## src/rtl/controle_rodada_pkg.sv

```systemverilog
// controle_rodada_pkg
//   Shared definitions for the round sequencer: state encoding (also exported
//   on db_estado), default game parameters, line count and small helpers used
//   for press decoding and register sizing.
package controle_rodada_pkg;

  localparam int unsigned NUM_LINHAS         = 8;
  localparam int unsigned TIMEOUT_CICLOS_PAD = 1000;
  localparam int unsigned META_PONTOS_PAD    = 32;
  localparam int unsigned MAX_ERROS_PAD      = 5;

  typedef enum logic [3:0] {
    INICIAL       = 4'd0,
    PREPARA       = 4'd1,
    PEDE_ALVO     = 4'd2,
    ESPERA_ALVO   = 4'd3,
    LIBERA        = 4'd4,
    ESPERA_JOGADA = 4'd5,
    ACERTO        = 4'd6,
    ERRO          = 4'd7,
    AVALIA        = 4'd8,
    FIM           = 4'd9
  } estado_t;

  // Number of buttons pressed in a jogada word.
  function automatic logic [3:0] conta_bits(input logic [NUM_LINHAS-1:0] v);
    logic [3:0] c;
    c = '0;
    for (int unsigned i = 0; i < NUM_LINHAS; i++) begin
      c = c + {3'b000, v[i]};
    end
    return c;
  endfunction

  // Index of the highest set bit; only meaningful when exactly one bit is set.
  function automatic logic [2:0] indice_bit(input logic [NUM_LINHAS-1:0] v);
    logic [2:0] idx;
    idx = '0;
    for (int unsigned i = 0; i < NUM_LINHAS; i++) begin
      if (v[i]) idx = 3'(i);
    end
    return idx;
  endfunction

  // Bits needed to count 0..n-1, never less than one.
  function automatic int unsigned largura_timer(input int unsigned n);
    return (n > 1) ? $clog2(n) : 1;
  endfunction

  // Bits needed to hold 0..n, never less than three.
  function automatic int unsigned largura_erros(input int unsigned n);
    int unsigned w;
    w = $clog2(n + 1);
    return (w > 3) ? w : 3;
  endfunction

endpackage

```

## src/rtl/controle_rodada_contador_timeout.sv

```systemverilog
// contador_timeout
//   Up-counter measuring how long the player has been waited on.
//   Ports:
//     clk_i  - clock, rising edge
//     rst_i  - synchronous active-high reset
//     clr_i  - synchronous clear (wins over en_i)
//     en_i   - count enable; the count holds once the terminal value is reached
//     fim_o  - high while the count equals LIMITE-1
module contador_timeout #(
  parameter int unsigned LIMITE  = 1000,
  parameter int unsigned LARGURA = 10
) (
  input  logic clk_i,
  input  logic rst_i,
  input  logic clr_i,
  input  logic en_i,
  output logic fim_o
);

  localparam logic [LARGURA-1:0] ULTIMO = LARGURA'(LIMITE - 1);

  logic [LARGURA-1:0] cnt_q, cnt_d;

  always_comb begin
    cnt_d = cnt_q;
    if (clr_i) begin
      cnt_d = '0;
    end else if (en_i && !fim_o) begin
      cnt_d = cnt_q + 1'b1;
    end
  end

  always_ff @(posedge clk_i) begin
    if (rst_i) begin
      cnt_q <= '0;
    end else begin
      cnt_q <= cnt_d;
    end
  end

  assign fim_o = (cnt_q == ULTIMO);

endmodule

```

## src/rtl/controle_rodada.sv

```systemverilog
// controle_rodada
//   Round sequencer of the game datapath. Requests a target line, waits for
//   the player's press, judges hit / miss / timeout and sends one-cycle
//   acertou / errou pulses to the score counter. Lines below linhas_bloq are
//   blocked, both as targets and as presses. The game ends on reaching
//   META_PONTOS (win) or MAX_ERROS misses (loss).
//   Ports:
//     clock, reset           - clock and synchronous active-high reset
//     iniciar                - start request (INICIAL and FIM)
//     jogada[7:0]            - one-hot debounced buttons
//     alvo[2:0], alvo_valido - target from the random source
//     pontos[5:0]            - current score
//     linhas_bloq[2:0]       - number of blocked lines, counted from line 0
//     pede_alvo              - one-cycle request for a new target
//     acertou, errou         - one-cycle hit / miss pulses (registered)
//     enable_pontos          - score counter enable while a game is running
//     linha_ativa[2:0]       - current target
//     espera                 - waiting for the player's press
//     fim_jogo, ganhou       - game over and its result
//     db_estado[3:0]         - current state encoding
module controle_rodada
  import controle_rodada_pkg::*;
#(
  parameter int unsigned TIMEOUT_CICLOS = TIMEOUT_CICLOS_PAD,
  parameter int unsigned META_PONTOS    = META_PONTOS_PAD,
  parameter int unsigned MAX_ERROS      = MAX_ERROS_PAD
) (
  input  logic                  clock,
  input  logic                  reset,
  input  logic                  iniciar,
  input  logic [NUM_LINHAS-1:0] jogada,
  input  logic [2:0]            alvo,
  input  logic                  alvo_valido,
  input  logic [5:0]            pontos,
  input  logic [2:0]            linhas_bloq,
  output logic                  pede_alvo,
  output logic                  acertou,
  output logic                  errou,
  output logic                  enable_pontos,
  output logic [2:0]            linha_ativa,
  output logic                  espera,
  output logic                  fim_jogo,
  output logic                  ganhou,
  output logic [3:0]            db_estado
);

  localparam int unsigned LARG_TIMER = largura_timer(TIMEOUT_CICLOS);
  localparam int unsigned LARG_ERROS = largura_erros(MAX_ERROS);
  localparam logic [LARG_ERROS-1:0] ERROS_LIM = LARG_ERROS'(MAX_ERROS);

  estado_t               estado_q, estado_d;
  logic [2:0]            linha_q, linha_d;
  logic [LARG_ERROS-1:0] erros_q, erros_d;
  logic                  ganhou_q, ganhou_d;

  logic pede_q, acertou_q, errou_q, enable_q, espera_q, fim_q;

  // Press decode
  logic [3:0]            n_bits;
  logic [2:0]            idx_tecla;
  logic [NUM_LINHAS-1:0] alvo_onehot;
  logic                  tecla_unica, tecla_multipla, tecla_bloqueada, tecla_certa;
  logic                  timeout;

  always_comb begin
    n_bits                 = conta_bits(jogada);
    idx_tecla              = indice_bit(jogada);
    alvo_onehot            = '0;
    alvo_onehot[linha_q]   = 1'b1;
    tecla_unica            = (n_bits == 4'd1);
    tecla_multipla         = (n_bits > 4'd1);
    tecla_bloqueada        = tecla_unica && (idx_tecla < linhas_bloq);
    tecla_certa            = (jogada == alvo_onehot);
  end

  // The timer is held clear outside ESPERA_JOGADA, so it always starts from
  // zero on the first waiting cycle.
  contador_timeout #(
    .LIMITE  (TIMEOUT_CICLOS),
    .LARGURA (LARG_TIMER)
  ) u_timer (
    .clk_i (clock),
    .rst_i (reset),
    .clr_i (estado_q != ESPERA_JOGADA),
    .en_i  (estado_q == ESPERA_JOGADA),
    .fim_o (timeout)
  );

  always_comb begin
    estado_d = estado_q;
    linha_d  = linha_q;
    erros_d  = erros_q;
    ganhou_d = ganhou_q;

    unique case (estado_q)
      INICIAL, FIM: begin
        // Per-game state is cleared on the way into PREPARA so that it
        // already reads zero while PREPARA is active.
        if (iniciar) begin
          estado_d = PREPARA;
          linha_d  = '0;
          erros_d  = '0;
          ganhou_d = 1'b0;
        end
      end
      PREPARA:     estado_d = PEDE_ALVO;
      PEDE_ALVO:   estado_d = ESPERA_ALVO;
      ESPERA_ALVO: begin
        if (alvo_valido) begin
          if (alvo < linhas_bloq) begin
            estado_d = PEDE_ALVO;
          end else begin
            linha_d  = alvo;
            estado_d = LIBERA;
          end
        end
      end
      LIBERA: begin
        if (jogada == '0) estado_d = ESPERA_JOGADA;
      end
      ESPERA_JOGADA: begin
        if (tecla_multipla)       estado_d = ERRO;
        else if (tecla_bloqueada) estado_d = ESPERA_JOGADA;
        else if (tecla_certa)     estado_d = ACERTO;
        else if (tecla_unica)     estado_d = ERRO;
        else if (timeout)         estado_d = ERRO;
      end
      ACERTO: estado_d = AVALIA;
      ERRO: begin
        if (erros_q < ERROS_LIM) erros_d = erros_q + 1'b1;
        estado_d = AVALIA;
      end
      AVALIA: begin
        if (32'(pontos) >= META_PONTOS) begin
          estado_d = FIM;
          ganhou_d = 1'b1;
        end else if (erros_q == ERROS_LIM) begin
          estado_d = FIM;
          ganhou_d = 1'b0;
        end else begin
          estado_d = PEDE_ALVO;
        end
      end
      default: estado_d = INICIAL;
    endcase
  end

  // Outputs are decoded from the next state and registered, so each one is
  // valid for exactly the cycles its state is current and is glitch-free.
  always_ff @(posedge clock) begin
    if (reset) begin
      estado_q  <= INICIAL;
      linha_q   <= '0;
      erros_q   <= '0;
      ganhou_q  <= 1'b0;
      pede_q    <= 1'b0;
      acertou_q <= 1'b0;
      errou_q   <= 1'b0;
      enable_q  <= 1'b0;
      espera_q  <= 1'b0;
      fim_q     <= 1'b0;
    end else begin
      estado_q  <= estado_d;
      linha_q   <= linha_d;
      erros_q   <= erros_d;
      ganhou_q  <= ganhou_d;
      pede_q    <= (estado_d == PEDE_ALVO);
      acertou_q <= (estado_d == ACERTO);
      errou_q   <= (estado_d == ERRO);
      enable_q  <= (estado_d != INICIAL) && (estado_d != FIM);
      espera_q  <= (estado_d == ESPERA_JOGADA);
      fim_q     <= (estado_d == FIM);
    end
  end

  assign pede_alvo     = pede_q;
  assign acertou       = acertou_q;
  assign errou         = errou_q;
  assign enable_pontos = enable_q;
  assign linha_ativa   = linha_q;
  assign espera        = espera_q;
  assign fim_jogo      = fim_q;
  assign ganhou        = ganhou_q;
  assign db_estado     = estado_q;

endmodule

```

## config.mk

```make
export PLATFORM = sky130hd
export DESIGN_NAME = controle_rodada
export DESIGN_NICKNAME = d
export VERILOG_FILES = /design/src/rtl/controle_rodada_pkg.sv /design/src/rtl/controle_rodada_contador_timeout.sv /design/src/rtl/controle_rodada.sv
export SDC_FILE = /design/constraint.sdc
export NUM_CORES = 1
export LEC_CHECK = 0
export CORE_ASPECT_RATIO = 0.6
export CORE_UTILIZATION = 40
export DETAILED_ROUTE_END_ITERATION = 12
export PLACE_DENSITY = 0.68
export SYNTH_ARGS = -nofsm -noshare
export SYNTH_HDL_FRONTEND = slang
export SYNTH_SLANG_ARGS = --single-unit
export TNS_END_PERCENT = 30
```

## constraint.sdc

```tcl
create_clock -name clock -period 3.6 [get_ports clock]
set_input_delay 0.72 -clock clock [delete_from_list [all_inputs] [get_ports clock]]
set_output_delay 0.72 -clock clock [all_outputs]
set_load 0.01 [all_outputs]
```

* Word-level counts from Yosys, hierarchy flattened
Index checks and enable logic that the tools add are counted.
** Cells by class
- $add $sub $neg :: 9
- Order comparisons :: 7
- Eq/ne operators :: 25
- Mux-type cells :: 31
- Reduce and logical (&&, ||, !) cells :: 17
** Operators with widths (count)
- $mux 4 :: 10
- $pmux 4 s8 :: 1
- $mux 3 :: 10
- $eq 4x3->1 const B :: 7
- $add 4x1->4 :: 4
- $eq 4x2->1 const B :: 3
- $eq 4x4->1 const B :: 3
- $pmux 3 s2 :: 2
- $add 10x1->10 const B :: 1
- $eq 10x10->1 const B :: 1
- $eq 4x1->1 const B :: 2
- $eq 8x8->1 :: 1
- $logic_not 8->1 :: 1
- $ne 2x2->1 const B :: 4
- $ge 6x6->1 const B :: 1
- $lt 3x3->1 :: 2
- $reduce_and 3->1 :: 2
- $reduce_bool 2->1 :: 3
- $reduce_or 2->1 :: 3
- $mux 1 :: 5
- $add 3x1->4 :: 1
- $gt 4x1->1 const B :: 1
- $logic_and 1x1->1 :: 4
- $logic_not 4->1 :: 1
- 16 further kinds :: 16
** Word-level totals
- Bits in registers :: 27
- Input bits :: 24
- Output and inout bits :: 14
- Logic and storage cells :: 100

* Logic depth before layout (Yosys ltp)
Gate-level depths: netlist of the first run.
- Word-level depth :: 15
- Gate-level depth with buffers :: 12
- Depth with buffers taken out :: 12

* Cells and area by module
Synthesis of the first run repeated with hierarchy kept, for this count alone.
** Unflattened totals
- Cells, all modules :: 219
- Area total of the unflattened synthesis :: 1858.0 um^2
** Modules (own cells, without submodules)
- controle_rodada :: times used 1, cells each 155, area each 1302.5 um^2, seq. area each 340.3 um^2
- contador_timeout :: times used 1, cells each 64, area each 555.5 um^2, seq. area each 200.2 um^2

* Least setup slack after synthesis of the first run
Ideal clock, no wire load.
- Path kind :: input port to flip-flop
- Start point :: input jogada[0]
- End point :: register espera_q (netlist: espera)
- Library setup time :: 0.080 ns
- Data arrival time :: 3.710 ns
- Data required time :: 3.520 ns
- Setup slack :: -0.190 ns
- Cell stages on the path :: 12
- Path buffers :: 0
- Cell sequence :: inv_1 > fa_1 > fa_1 > fa_1 > inv_1 > ha_1 > fa_1 > and3_1 > o21ba_2 > a31oi_1 > nor2_1 > nor3b_1
** Between the ends
- Longest elaborated chain between the ends :: 14
- Elaborated cells on any way between the ends :: 19
- Classes of those cells :: add/sub (7); order compare (1); eq/ne (3); mux (6); reduce/logical (2)
** RTL lines
- start: declaration :: line controle_rodada.sv:31 : input logic [NUM_LINHAS-1:0] jogada,
- $add 1x1->2 :: line controle_rodada_pkg.sv:30 : c = c + {3'b000, v[i]};
- $add 2x1->3 :: line controle_rodada_pkg.sv:30
- $add 3x1->4 :: line controle_rodada_pkg.sv:30
- $add 4x1->4 (4 in a row) :: line controle_rodada_pkg.sv:30
- $eq 4x1->1 :: line controle_rodada.sv:70 : tecla_unica = (n_bits == 4'd1);
- $mux 4 :: line controle_rodada.sv:125 : else if (tecla_unica) estado_d = ERRO;
- $mux 4 :: line controle_rodada.sv:124 : else if (tecla_certa) estado_d = ACERTO;
- $mux 4 :: line controle_rodada.sv:123 : else if (tecla_bloqueada) estado_d = ESPERA_JOGADA;
- $mux 4 :: line controle_rodada.sv:122 : if (tecla_multipla) estado_d = ERRO;
- $pmux 4 s8 (*) :: line controle_rodada.sv:95 : unique case (estado_q)
- $eq 4x3->1 (*) :: line controle_rodada.sv:171 : espera_q <= (estado_d == ESPERA_JOGADA);
- end signal: assignment :: line controle_rodada.sv:171
- end: declaration :: line controle_rodada.sv:56 : logic pede_q, acertou_q, errou_q, enable_q, espera_q, fim_q;
Mark *: on every way between the ends. The rest lies on a longest branch, timed or not.
A chain may end at the register's enable or synchronous reset.

* Final worst setup path of the first run
- Start point :: input jogada[3]
- End point :: register espera_q (netlist: espera)
** Between the ends
- Longest elaborated chain between the ends :: 12
- Elaborated cells on any way between the ends :: 23
- Classes of those cells :: add/sub (5); order compare (2); eq/ne (3); mux (11); reduce/logical (2)
** RTL lines (line)
- $add 3x1->4 :: controle_rodada_pkg.sv:30
- $add 4x1->4 (4 in a row) :: controle_rodada_pkg.sv:30
- $eq 4x1->1 :: controle_rodada.sv:70
- $mux 4 :: controle_rodada.sv:125
- $mux 4 :: controle_rodada.sv:124
- $mux 4 :: controle_rodada.sv:123
- $mux 4 :: controle_rodada.sv:122
- $pmux 4 s8 (*) :: controle_rodada.sv:95
- $eq 4x3->1 (*) :: controle_rodada.sv:171
Marks and branches as above.

==> results by group, run 1 <==
Finish
  – Area Growth Syn to Fin: 32.6%
  – FILL cells: 405
  – Diodes inserted: 0
  – Cell Count, Final, Fillers Out: roughly 320
  – Share of cells above drive strength 1: between 10% and 20%
  – Final #Nets: around 300

Place
  – PortBufs: 32
  – DP Wirelength: about 3200 um
  – Inst Count DP: 311
  – Routability cong.: a little over 0.8
  – Placement Setup Slack: -0.732 ns

CTS
  – Sinks on the clock net: 27
  – TritonCTS Buffers: 3
  – Clk buf depth: 2
  – Worst-path clk slew: approximately 0.09 ns
  – Skew-Pair Late Insertion Delay: 0.27 ns
  – TritonCTS clock tree: built
  – CTS H-tree depth: 1
  – CTS root buffer: clkbuf_8
  – Hold bufs inserted after CTS: 0

Routing
  – DRC Markers: 0
  – DRT iter0 DRCs: between 70 and 80
  – Via count: 1639
  – DR pass1 iterations: 4
  – Drt via density: 5.17
  – WL final: approximately 4300 um
  – WL/cell: about 13 um
  – Post-DRT Antenna Nets: 0

Timing
  – Worst Max-Slew Pin Slew: 0.636 ns
  – RSZ-0062 raised after global routing: true
  – Final setup violation count: 0
  – Final hold viol count: 0
  – Fin crit period: 3.57 ns
  – Final hold slack: 0.509 ns
  – Worst slew margin: a little under three fifths
  – Final setup margin: about 0.029 ns
  – Clk_skew: approximately 0.0017 ns
  – Period utilisation layout: 99.2%
  – Setup TNS: 0 ns
  – F_max: about 0.28 GHz
  – Max Transition Viols Final: 0

Global route
  – Initial antenna violation count: 0
  – GR Util All Layers: 20.0%
  – First-pass GRT wire length: 7160 um
  – Largest net degree at the start of global routing: 17
  – Vias in the first global route: 1520
  – Total grt overflow: 0

Worst hold path
  – Hold path start: u_timer.cnt_q[9]
  – Hold EP: u_timer.cnt_q[9]
  – HP Class: reg2reg
  – Min-Delay Path Depth: 2

Synthesis
  – Synthesized area per cell: between 8 and 9 sq um
  – Post-synth top area share: a little under a third
  – Post-synthesis compound-gate area fraction: about 16%
  – Post-Synthesis Cells: approximately 210
  – Post-synth net total: about 250
  – Simple-Gate Fraction of Synth Area: 28.1%
  – Post-synth ARST share: 0%
  – Largest family of logic cells by synthesized area: simple AND/OR/NAND/NOR gates
  – Post-synthesis xor/xnor area fraction: 4.90%
  – Synth Flop Type: dfxtp_1
  – Synth warn: 0
  – Adder-Cell Fraction of Synth Area: approximately an eighth
  – EDFF count, synth: 0
  – Post-synthesis sequential area ratio: a little under a third
  – Top cells by area, synth: dfxtp_1 (30%), ha_1 (7.7%), nor2_1 (6.1%), fa_1 (4.5%), a21oi_1 (3.9%)
  – Yosys reg bits: 27
  – Synth area leader: dfxtp_1
  – Synth Cell Area: roughly 1800 sq um
  – Distinct cells, synth: 45
  – Mux cell area share after synthesis: under 10%

Floorplan
  – DIE AREA: 4750 sq um
  – Num ports: 38
  – Chip width: around 90 um
  – Num rows: 18
  – Initial Util: between 40% and 50%
  – Die Ht: about 54 um
  – Core ar.: about 4200 sq um

Setup path
  – R2r setup slk: about 1.4 ns
  – Worst R2R Start: db_estado[2]
  – Worst EP arrival: ~3.7 ns
  – Critical path's slowest cell: fa_1
  – Worst r2r dst: u_timer.cnt_q[9]
  – Crit-path most repeated cell: fa_1
  – R2R depth: 6
  – Critical Path Fanout Max: 5
  – Crit path cell chain: buf_8, inv_4, fa_1, fa_1, fa_1, inv_2, ha_4, fa_2, and3_4, o21bai_1, a211oi_2, a22o_4, nor3b_2
  – Worst Setup Start Kind: input pin
  – Req. time, crit path: about 3.8 ns
  – WS Path Type: in2reg
  – Max stage delay on crit path: between 0.5 and 0.6 ns
  – Kind of end point of the critical path: flip-flop

Outcome
  – Outcome: finished, final reports clean

Job
  – Max Cap Viol: 0

Power
  – Power Density: roughly 330 nW/um^2
  – Max IR drop VDD: 0.151 mV
  – Static leakage: 0.887 nW
routing by layer:
metal / global-route usage, % / part of all wire [%] / vias to the layer above
met2: 28.1 / 38 / 47
met5: 0 / 0 / -
met3: 4.75 / 5.7 / 5
met4: 6.45 / 0.49 / 0
li1: - / - / 850
met1: 29.9 / 56 / 737
cell usage after synthesis, drive strengths merged, types with 4 or more instances:
cell type,instances
nor3b,4
o21ai,6
xor2,7
nand3,9
nand2,13
nor4b,4
nor2,29
dfxtp,27
inv,17
nor3,14
clkbuf,6
mux2i,5
ha,11
a21oi,14
fa,4
nand4,4
stage by stage:
| step | power, mW | area (sq um) | util, % |
|---|---|---|---|
| final | 0.786 | 2370 | 56.6 |
| after global routing | 0.839 | 2370 | 56.6 |
| after CTS | 0.780 | 2320 | 55.3 |
| after detailed placement | 0.590 | 2260 | 53.9 |
| after global placement | 0.587 | 2260 | 53.9 |
| after floorplan | 0.502 | 1800 | - |
timing repair:
action	in CTS	in global routing
endpoints found under the setup margin	7	7
cloned	0	0
pin swaps	10	9
buffers inserted	1	1
resized for setup	19	9
layout by cell type, fill, tap and decap left out, types with 3 or more instances in the layout:
| cell type | n |
|---|---|
| xor2_1 | 7 |
| buf_4 | 13 |
| clkdlybuf4s50_1 | 29 |
| nand4_1 | 4 |
| inv_2 | 3 |
| o21ai_0 | 5 |
| dfxtp_1 | 27 |
| nand3_1 | 9 |
| nor3b_1 | 3 |
| nor2b_1 | 3 |
| ha_1 | 10 |
| fa_1 | 3 |
| nand2_1 | 13 |
| mux2i_1 | 5 |
| nor2_1 | 27 |
| a21oi_1 | 14 |
| nor4b_1 | 4 |
| nor3_1 | 12 |
| inv_1 | 13 |
| clkbuf_8 | 3 |
| xnor2_1 | 3 |
area by class of cell:
class                           count  area [sq um]  area share, %
Clock buffer                        3          41.3           1.74
Timing Repair Buffer               45           419           17.7
Inverter                           17          66.3           2.80
Multi-Input combinational cell    164          1220           51.5
Sequential cell                    27           541           22.8
Tap cell                           60          75.1           3.17
Clock inverter                      1          7.51          0.317
registers in the layout, summed over array words and instances, names as in the netlist:
name and flops:
linha_ativa 3, acertou 1, enable_pontos 1, fim_jogo 1
espera 1, pede_alvo 1, ganhou 1, db_estado 4
u_timer.cnt_q 10, erros_q 3, errou 1
worst max-delay path by stage:
stage | depth (start not counted) | endpoint | start | slack (ns)
final | 13 | espera | jogada[3] | 0.03
after global routing | 13 | espera | jogada[3] | -0.11
after CTS | 13 | espera | jogada[0] | 0.003
after detailed placement | 12 | espera | jogada[3] | -0.73
after global placement | 12 | espera | jogada[3] | -0.75
after floorplan | 11 | acertou | jogada[3] | -0.07
critical path: cells and delay by family:
kind,cells,cell delay [ns]
fa+ha+maj,5,2.04
compound gates,3,0.50
simple gates,2,0.32
buf+inv,3,0.16
where the power goes:
group	leakage (nW)	switching (mW)	internal, mW
logic	0.647	0.141	0.139
registers	0.218	0.0198	0.310
clock network	0.0217	0.0974	0.0786
cell families after synthesis:
family,after synthesis
AND/OR/NAND/NOR,93
AO/OA/AOI/OAI,40
flip-flops,27
buffers and inverters,23
adder cells (fa/ha/maj),15
XOR/XNOR,10
multiplexers,6
Note: power is estimated with default switching activity, not from simulation.
==> run 2, diff against run 1 <==
--- a/config.mk
+++ b/config.mk
@@ -5,7 +5,6 @@
 export SDC_FILE = /design/constraint.sdc
 export NUM_CORES = 1
 export LEC_CHECK = 0
-export CORE_ASPECT_RATIO = 0.6
 export CORE_UTILIZATION = 40
 export DETAILED_ROUTE_END_ITERATION = 12
 export PLACE_DENSITY = 0.68
==> run 2 against run 1 <==
Hold slack hardly changed. Largest cell class unchanged. Register-to-register slack hardly changed. Clock skew rose by 0.0070 ns.
==> results by group, run 2 (same netlist as run 1, synthesis figures left out) <==
Outcome
  – Outcome: finished, final reports clean (unchanged)

Timing
  – Period utilisation layout: 99.0% (was 99.2%)
  – Setup TNS: 0 ns (unchanged)
  – Clk_skew: 0.00873 ns (was 0.00170 ns)
  – Final setup violation count: 0 (unchanged)
  – Max Transition Viols Final: 0 (unchanged)
  – Final hold viol count: 0 (unchanged)
  – F_max: 0.281 GHz (was 0.280 GHz)
  – Final hold slack: 0.509 ns (about the same)
  – Worst Max-Slew Pin Slew: 0.627 ns (was 0.636 ns)
  – Fin crit period: 3.56 ns (was 3.57 ns)
  – RSZ-0062 raised after global routing: true (unchanged)
  – Worst slew margin: 58.0% (was 57.5%)

Setup path
  – Worst Setup Start Kind: input pin (unchanged)
  – CP Launch Point: jogada[1] (was jogada[3])
  – Kind of end point of the critical path: flip-flop (unchanged)
  – Critical Path Fanout Max: 5 (unchanged)
  – Worst EP arrival: 3.71 ns (was 3.73 ns)
  – R2r setup slk: 1.44 ns (was 1.43 ns)
  – Worst r2r dst: u_timer.cnt_q[9] (unchanged)
  – WS Path Type: in2reg (unchanged)
  – Worst R2R Start: db_estado[2] (unchanged)
  – R2R depth: 6 (unchanged)
  – Req. time, crit path: 3.75 ns (about the same)

Finish
  – Diodes inserted: 0 (unchanged)
  – Max reg flops: 10 (unchanged)
  – FILL cells: 389 (was 405)
  – Share of cells above drive strength 1: 15.2% (was 15.6%)
  – Most frequent cells in the layout: clkdlybuf4s50_1 (29), nor2_1 (28), dfxtp_1 (27), a21oi_1 (14) (was clkdlybuf4s50_1 (29), nor2_1 (27), dfxtp_1 (27), a21oi_1 (14))
  – Cell Count, Final, Fillers Out: 307 (was 317)
  – Most common cell after layout, fill and taps aside: clkdlybuf4s50_1 (unchanged)
  – Final #Nets: 297 (unchanged)
  – Area Growth Syn to Fin: 32.3% (was 32.6%)
  – Most flops, register: u_timer.cnt_q (unchanged)

Global route
  – GR Util All Layers: 18.9% (was 20.0%)
  – First-pass GRT wire length: 6820 um (was 7160 um)
  – Initial antenna violation count: 0 (unchanged)
  – Vias in the first global route: 1547 (was 1520)
  – Largest net degree at the start of global routing: 16 (was 17)
  – Total grt overflow: 0 (unchanged)

CTS
  – CTS root buffer: clkbuf_8 (unchanged)
  – TritonCTS Buffers: 3 (unchanged)
  – TritonCTS clock tree: built (unchanged)
  – Skew-Pair Late Insertion Delay: 0.27 ns (about the same)
  – CTS H-tree depth: 1 (unchanged)
  – Clk buf depth: 2 (unchanged)
  – Sinks on the clock net: 27 (unchanged)
  – Hold bufs inserted after CTS: 0 (unchanged)
  – Worst-path clk slew: 0.09 ns (about the same)

Floorplan
  – Initial Util: 43.1% (was 42.7%)
  – Num rows: 23 (was 18)
  – Num ports: 38 (unchanged)
  – Die Ht: 68.9 um (was 53.8 um)
  – Core ar.: 4140 sq um (was 4190 sq um)
  – Chip width: 68.9 um (was 88.3 um)
  – DIE AREA: 4740 sq um (was 4750 sq um)

Routing
  – DRT iter0 DRCs: 113 (was 78)
  – WL/cell: 13.5 um (about the same)
  – DRC Markers: 0 (unchanged)
  – Post-DRT Antenna Nets: 0 (unchanged)
  – WL final: 4150 um (was 4270 um)
  – Via count: 1652 (was 1639)
  – Drt via density: 5.38 (was 5.17)
  – DR pass1 iterations: 4 (unchanged)

Power
  – Power Density: 330 nW/um^2 (was 331 nW/um^2)
  – Max IR drop VDD: 0.270 mV (was 0.151 mV)
  – Static leakage: 0.892 nW (was 0.887 nW)

Worst hold path
  – HP Class: reg2reg (unchanged)
  – Min-Delay Path Depth: 2 (unchanged)
  – Hold path start: u_timer.cnt_q[9] (unchanged)
  – Hold EP: u_timer.cnt_q[9] (unchanged)

Job
  – Max Cap Viol: 0 (unchanged)

Place
  – Routability cong.: 0.819 (was 0.829)
  – PortBufs: 32 (unchanged)
  – Inst Count DP: 301 (was 311)
  – DP Wirelength: 3190 um (was 3230 um)
run 2: changes by cell type in the layout (fill, tap and decap cells not counted), sizes merged:
| cell | change |
|---|---|
| clkinvlp | -1 |
| clkbuf | +1 |
run 2: final cells by class:
cell class              count  area (sq um)  area share (%)
multi-input cells         164          1220            51.6
clock buffers               4          45.0            1.90
inverters                  17          68.8            2.91
flip-flops and latches     27           541            22.8
well taps                  50          62.6            2.64
repair buffers             45           429            18.1
run 2: how the worst max path moves through the flow:
stage / end / slack (ns) / cells after the start
CTS: espera / 0.002 / 13
detailed placement: espera / -0.91 / 12
floorplan: acertou / -0.07 / 11
finish: espera / 0.04 / 13
global route: espera / -0.05 / 13
global placement: espera / -0.78 / 12
run 2: layer usage:
metal / up-vias / global-route usage, % / share of wire (%)
met5: - / 0 / 0
met4: 0 / 5.61 / 0.65
met3: 2 / 2.14 / 3.7
met2: 35 / 32.0 / 46
met1: 768 / 25.1 / 50
li1: 847 / - / -
run 2: report_power, final:
part / internal (mW) / switching [mW] / total, mW
clock network: 0.0791 / 0.0900 / 0.169
registers: 0.310 / 0.0194 / 0.330
logic: 0.141 / 0.141 / 0.282
total: 0.530 / 0.251 / 0.781
run 2: critical path: stages:
cell and delay, ns:
buf_8 0.08, inv_4 0.03, fa_1 0.55, fa_1 0.45, fa_1 0.52, inv_2 0.05, ha_4 0.16, fa_2 0.33
and3_4 0.18, o21bai_1 0.15, a211oi_2 0.07, a22o_4 0.27, nor3b_2 0.16
run 2: stage by stage:
stage | instance area (sq um) | power, mW | setup slack, ns | util, %
finish | 2370 | 0.781 | 0.0355 | 57.1
global route | 2370 | 0.831 | -0.0544 | 57.1
CTS | 2330 | 0.779 | 0.00222 | 56.3
detailed placement | 2250 | 0.597 | -0.913 | 54.2
global placement | 2250 | 0.591 | -0.785 | 54.2
floorplan | 1800 | 0.502 | -0.0702 | -
run 2: what timing repair did:
| item | CTS | global route |
|---|---|---|
| resized for setup | 24 | 7 |
| setup endpoints to repair | 7 | 7 |
| buffers inserted | 2 | 0 |
| pin swaps | 9 | 7 |
==> run 3, diff against run 2 <==
--- a/config.mk
+++ b/config.mk
@@ -5,9 +5,10 @@
 export SDC_FILE = /design/constraint.sdc
 export NUM_CORES = 1
 export LEC_CHECK = 0
+export ABC_AREA = 1
 export CORE_UTILIZATION = 40
 export DETAILED_ROUTE_END_ITERATION = 12
-export PLACE_DENSITY = 0.68
+export PLACE_DENSITY = 0.67
 export SYNTH_ARGS = -nofsm -noshare
 export SYNTH_HDL_FRONTEND = slang
 export SYNTH_SLANG_ARGS = --single-unit
==> run 3 against run 2 <==
The flow now finishes with violations (DRC). Sequential share of layout area decreased by 1.3 points. Die area increased by 5.2%. Via count increased by 15%. Final cell count increased by 26%. Clock skew decreased by 0.0060 ns. Sequential power increased by 6.7%. Routed wire length increased by 2.3%. Count of clock-buffer cells in the layout decreased by 1. Register-to-register slack improved by 0.41 ns. Critical path depth increased by 4. Global-route usage decreased by 1.1 points. Clock power increased by 5%. Critical path type unchanged. Largest power group is now combinational logic. Highest routed layer unchanged.
==> results by group, run 3 <==
Outcome
  – Outcome: complete, but fails checks (was finished, final reports clean)
  – Violated checks: DRC

Setup path
  – Worst Setup Start Kind: input pin (unchanged)
  – Worst R2R Start: u_timer.cnt_q[0] (was db_estado[2])
  – CP Launch Point: jogada[1] (unchanged)
  – Worst EP arrival: 3.78 ns (was 3.71 ns)
  – Kind of end point of the critical path: flip-flop (unchanged)
  – Req. time, crit path: 3.78 ns (was 3.75 ns)
  – Critical Path Fanout Max: 3 (was 5)
  – WS Path Type: in2reg (unchanged)
  – Crit-path most repeated cell: fa_1 (unchanged)
  – Crit path cell chain: buf_8, inv_4, fa_1, fa_1, fa_1, inv_2, ha_4, fa_2, nor2_2, nand3_1, nand3_1, nand2_1, nand2_1, nand2_2, nand2_4, nor3_4, nor2_2 (was buf_8, inv_4, fa_1, fa_1, fa_1, inv_2, ha_4, fa_2, and3_4, o21bai_1, a211oi_2, a22o_4, nor3b_2)
  – WP depth: 17 (was 13)
  – R2R depth: 11 (was 6)
  – CP delay by family, top: adder cells (unchanged)
  – Worst path bufs/invs: 3 (unchanged)
  – Critical path's slowest cell: fa_1 (unchanged)
  – Max stage delay on crit path: 0.55 ns (about the same)

Synthesis
  – Yosys reg bits: 27 (unchanged)
  – Synth Flop Type: dfxtp_1 (unchanged)
  – Post-synthesis sequential area ratio: 28.7% (was 30.2%)
  – Synth area leader: dfxtp_1 (unchanged)
  – Post-Synthesis Cells: 288 (was 214)
  – Most instantiated library cell after synthesis: nand2_1 (was nor2_1)
  – Post-synth ARST share: 0% (unchanged)
  – EDFF count, synth: 0 (unchanged)
  – Synthesized area per cell: 6.54 sq um (was 8.35 sq um)
  – Post-synth top cells: nand2_1 (70), inv_1 (50), nor2_1 (34) (was nor2_1 (29), dfxtp_1 (27), inv_1 (17))
  – Post-synth net total: 327 (was 253)
  – Synth Cell Area: 1880 sq um (was 1790 sq um)
  – Post-synth top area share: 28.7% (was 30.2%)
  – Synth warn: 0 (unchanged)
  – Top cells by area, synth: dfxtp_1 (29%), nand2_1 (14%), inv_1 (10%), ha_1 (7.3%), nor2_1 (6.8%) (was dfxtp_1 (30%), ha_1 (7.7%), nor2_1 (6.1%), fa_1 (4.5%), a21oi_1 (3.9%))
  – Distinct cells, synth: 32 (was 45)

Finish
  – Final #Nets: 376 (was 297)
  – Most common cell after layout, fill and taps aside: nand2_1 (was clkdlybuf4s50_1)
  – FILL cells: 417 (was 389)
  – Max reg flops: 10 (unchanged)
  – Diodes inserted: 0 (unchanged)
  – Most frequent cells in the layout: nand2_1 (63), inv_1 (46), nor2_1 (29), clkdlybuf4s50_1 (29), dfxtp_1 (27) (was clkdlybuf4s50_1 (29), nor2_1 (28), dfxtp_1 (27), a21oi_1 (14))
  – Most flops, register: u_timer.cnt_q (unchanged)
  – Share of cells above drive strength 1: 17.0% (was 15.2%)
  – Area Growth Syn to Fin: 33.3% (was 32.3%)
  – Util after Layout: 56.5% (was 57.1%)

CTS
  – Worst-path clk slew: 0.10 ns (was 0.09 ns)
  – Sinks on the clock net: 27 (unchanged)
  – Clk buf depth: 2 (unchanged)
  – Hold bufs inserted after CTS: 0 (unchanged)
  – TritonCTS clock tree: built (unchanged)
  – CTS root buffer: clkbuf_8 (unchanged)
  – Skew-Pair Late Insertion Delay: 0.27 ns (about the same)
  – TritonCTS Buffers: 3 (unchanged)
  – CTS H-tree depth: 1 (unchanged)

Floorplan
  – Initial Util: 42.4% (was 43.1%)
  – Die Ht: 70.6 um (was 68.9 um)
  – Num rows: 24 (was 23)
  – Num ports: 38 (unchanged)
  – DIE AREA: 4990 sq um (was 4740 sq um)
  – Chip width: 70.6 um (was 68.9 um)
  – Core ar.: 4440 sq um (was 4140 sq um)

Routing
  – Top layer in use: met4 (unchanged)
  – Post-DRT Antenna Nets: 0 (unchanged)
  – Met3 Wirelength: 175 um (was 155 um)
  – Drt via density: 4.90 (was 5.38)
  – Via count: 1902 (was 1652)
  – DR pass1 iterations: 8 (was 4)
  – Met2 routed WL: 2020 um (was 1900 um)
  – Met1 Wirelength: 2040 um (was 2070 um)
  – WL final: 4250 um (was 4150 um)
  – DRT iter0 DRCs: 83 (was 113)
  – WL/cell: 10.9 um (was 13.5 um)
  – DRC Markers: 2 (was 0)

Power
  – Power Density: 378 nW/um^2 (was 330 nW/um^2)
  – Sw frac: 38.4% (was 32.1%)
  – Combinational share of power: 44.2% (was 36.1%)
  – P_int: 585 uW (was 530 uW)
  – Clock power share: 18.7% (was 21.7%)
  – Static leakage: 1.13 nW (was 0.892 nW)
  – Psw: 364 uW (was 251 uW)
  – Final Total Pwr: 949 uW (was 781 uW)
  – Sequential share of power: 37.1% (was 42.2%)
  – Max IR drop VDD: 0.222 mV (was 0.270 mV)

Worst hold path
  – HP Class: reg2reg (unchanged)
  – Hold path start: u_timer.cnt_q[8] (was u_timer.cnt_q[9])
  – Min-Delay Path Depth: 2 (unchanged)

Timing
  – Clk_skew: 0.00272 ns (was 0.00873 ns)
  – F_max: 0.278 GHz (was 0.281 GHz)
  – Period utilisation layout: 99.9% (was 99.0%)
  – RSZ-0062 raised after global routing: true (unchanged)
  – Final hold viol count: 0 (unchanged)
  – Fin crit period: 3.60 ns (was 3.56 ns)
  – Final setup margin: 0.00276 ns (was 0.0355 ns)
  – Max Transition Viols Final: 0 (unchanged)
  – Worst Max-Slew Pin Slew: 0.370 ns (was 0.627 ns)
  – Final setup violation count: 0 (unchanged)
  – Worst slew margin: 75.3% (was 58.0%)

Job
  – Max Cap Viol: 0 (unchanged)

Place
  – Placement Setup Slack: -0.855 ns (was -0.913 ns)
  – Routability cong.: 0.798 (was 0.819)
  – PortBufs: 32 (unchanged)
  – DP Wirelength: 3340 um (was 3190 um)

Global route
  – Largest net degree at the start of global routing: 17 (was 16)
  – Initial antenna violation count: 0 (unchanged)
  – Total grt overflow: 0 (unchanged)
  – GR Util All Layers: 17.8% (was 18.9%)
  – Vias in the first global route: 1732 (was 1547)
  – First-pass GRT wire length: 7270 um (was 6820 um)
run 3: power groups by stage:
stage	logic [mW]	registers (mW)	clock network (mW)
3_3_place_gp	0.363	0.359	0
5_1_grt	0.465	0.357	0.195
2_1_floorplan	0.239	0.361	0
4_1_cts	0.377	0.352	0.184
6_report	0.420	0.352	0.177
3_5_place_dp	0.368	0.358	0
run 3: timing repair:
item / 4_1_cts / 5_1_grt
pin swaps: 13 / 14
buffers inserted: 3 / 1
resized for setup: 19 / 17
endpoints found under the setup margin: 8 / 8
run 3: final timing paths:
path	end	slack [ns]
setup / recovery	enable_pontos	0.003
hold / removal	u_timer.cnt_q[8]	0.48
setup reg to reg	pede_alvo	1.85
hold reg to reg	u_timer.cnt_q[8]	0.48
run 3: worst reg2reg max path, cell delays in order, from the launching register on:
cell	delay, ns
dfxtp_1	0.36
ha_1	0.26
nand2_1	0.08
nor2_1	0.09
nand4_1	0.23
nand2_1	0.12
nor2_1	0.05
nand2_1	0.07
nand3_2	0.11
nand2_4	0.11
nand4_1	0.11
nor2_1	0.11
run 3: per-layer routing:
layer  track usage [%]  vias up
li1                  -     1011
met1              24.3      840
met2              30.0       49
met3              3.13        2
met4              3.33        0
met5                 0        -
run 3: stage by stage:
stage	std cells	TNS (ns)	area [sq um]	hold WS (ns)
after floorplan	288	-0.120	1910	0.448
after global placement	381	-5.77	2370	0.465
after detailed placement	381	-6.33	2370	0.470
after CTS	388	-1.36	2450	0.486
after global routing	388	-0.363	2510	0.520
final	388	0	2510	0.484
run 3: cells by family after synthesis:
| group | after synthesis | share of synthesized area, % |
|---|---|---|
| buffers and inverters | 56 | 11.2 |
| xor gates and xnor gates | 1 | 0.465 |
| and+or+nand+nor | 152 | 37.3 |
| AOI/OAI and AO/OA | 37 | 10.8 |
| adders and majority gates | 15 | 11.6 |
| DFF | 27 | 28.7 |
run 3: area by class of cell:
class	instances	area, sq um	area share, %
sequential	27	541	21.5
clock inverter	1	7.51	0.299
tap	52	65.1	2.59
multi-input combinational	205	1210	48.1
clock buffer	3	41.3	1.65
inverter	55	223	8.87
timing repair buffer	45	425	16.9
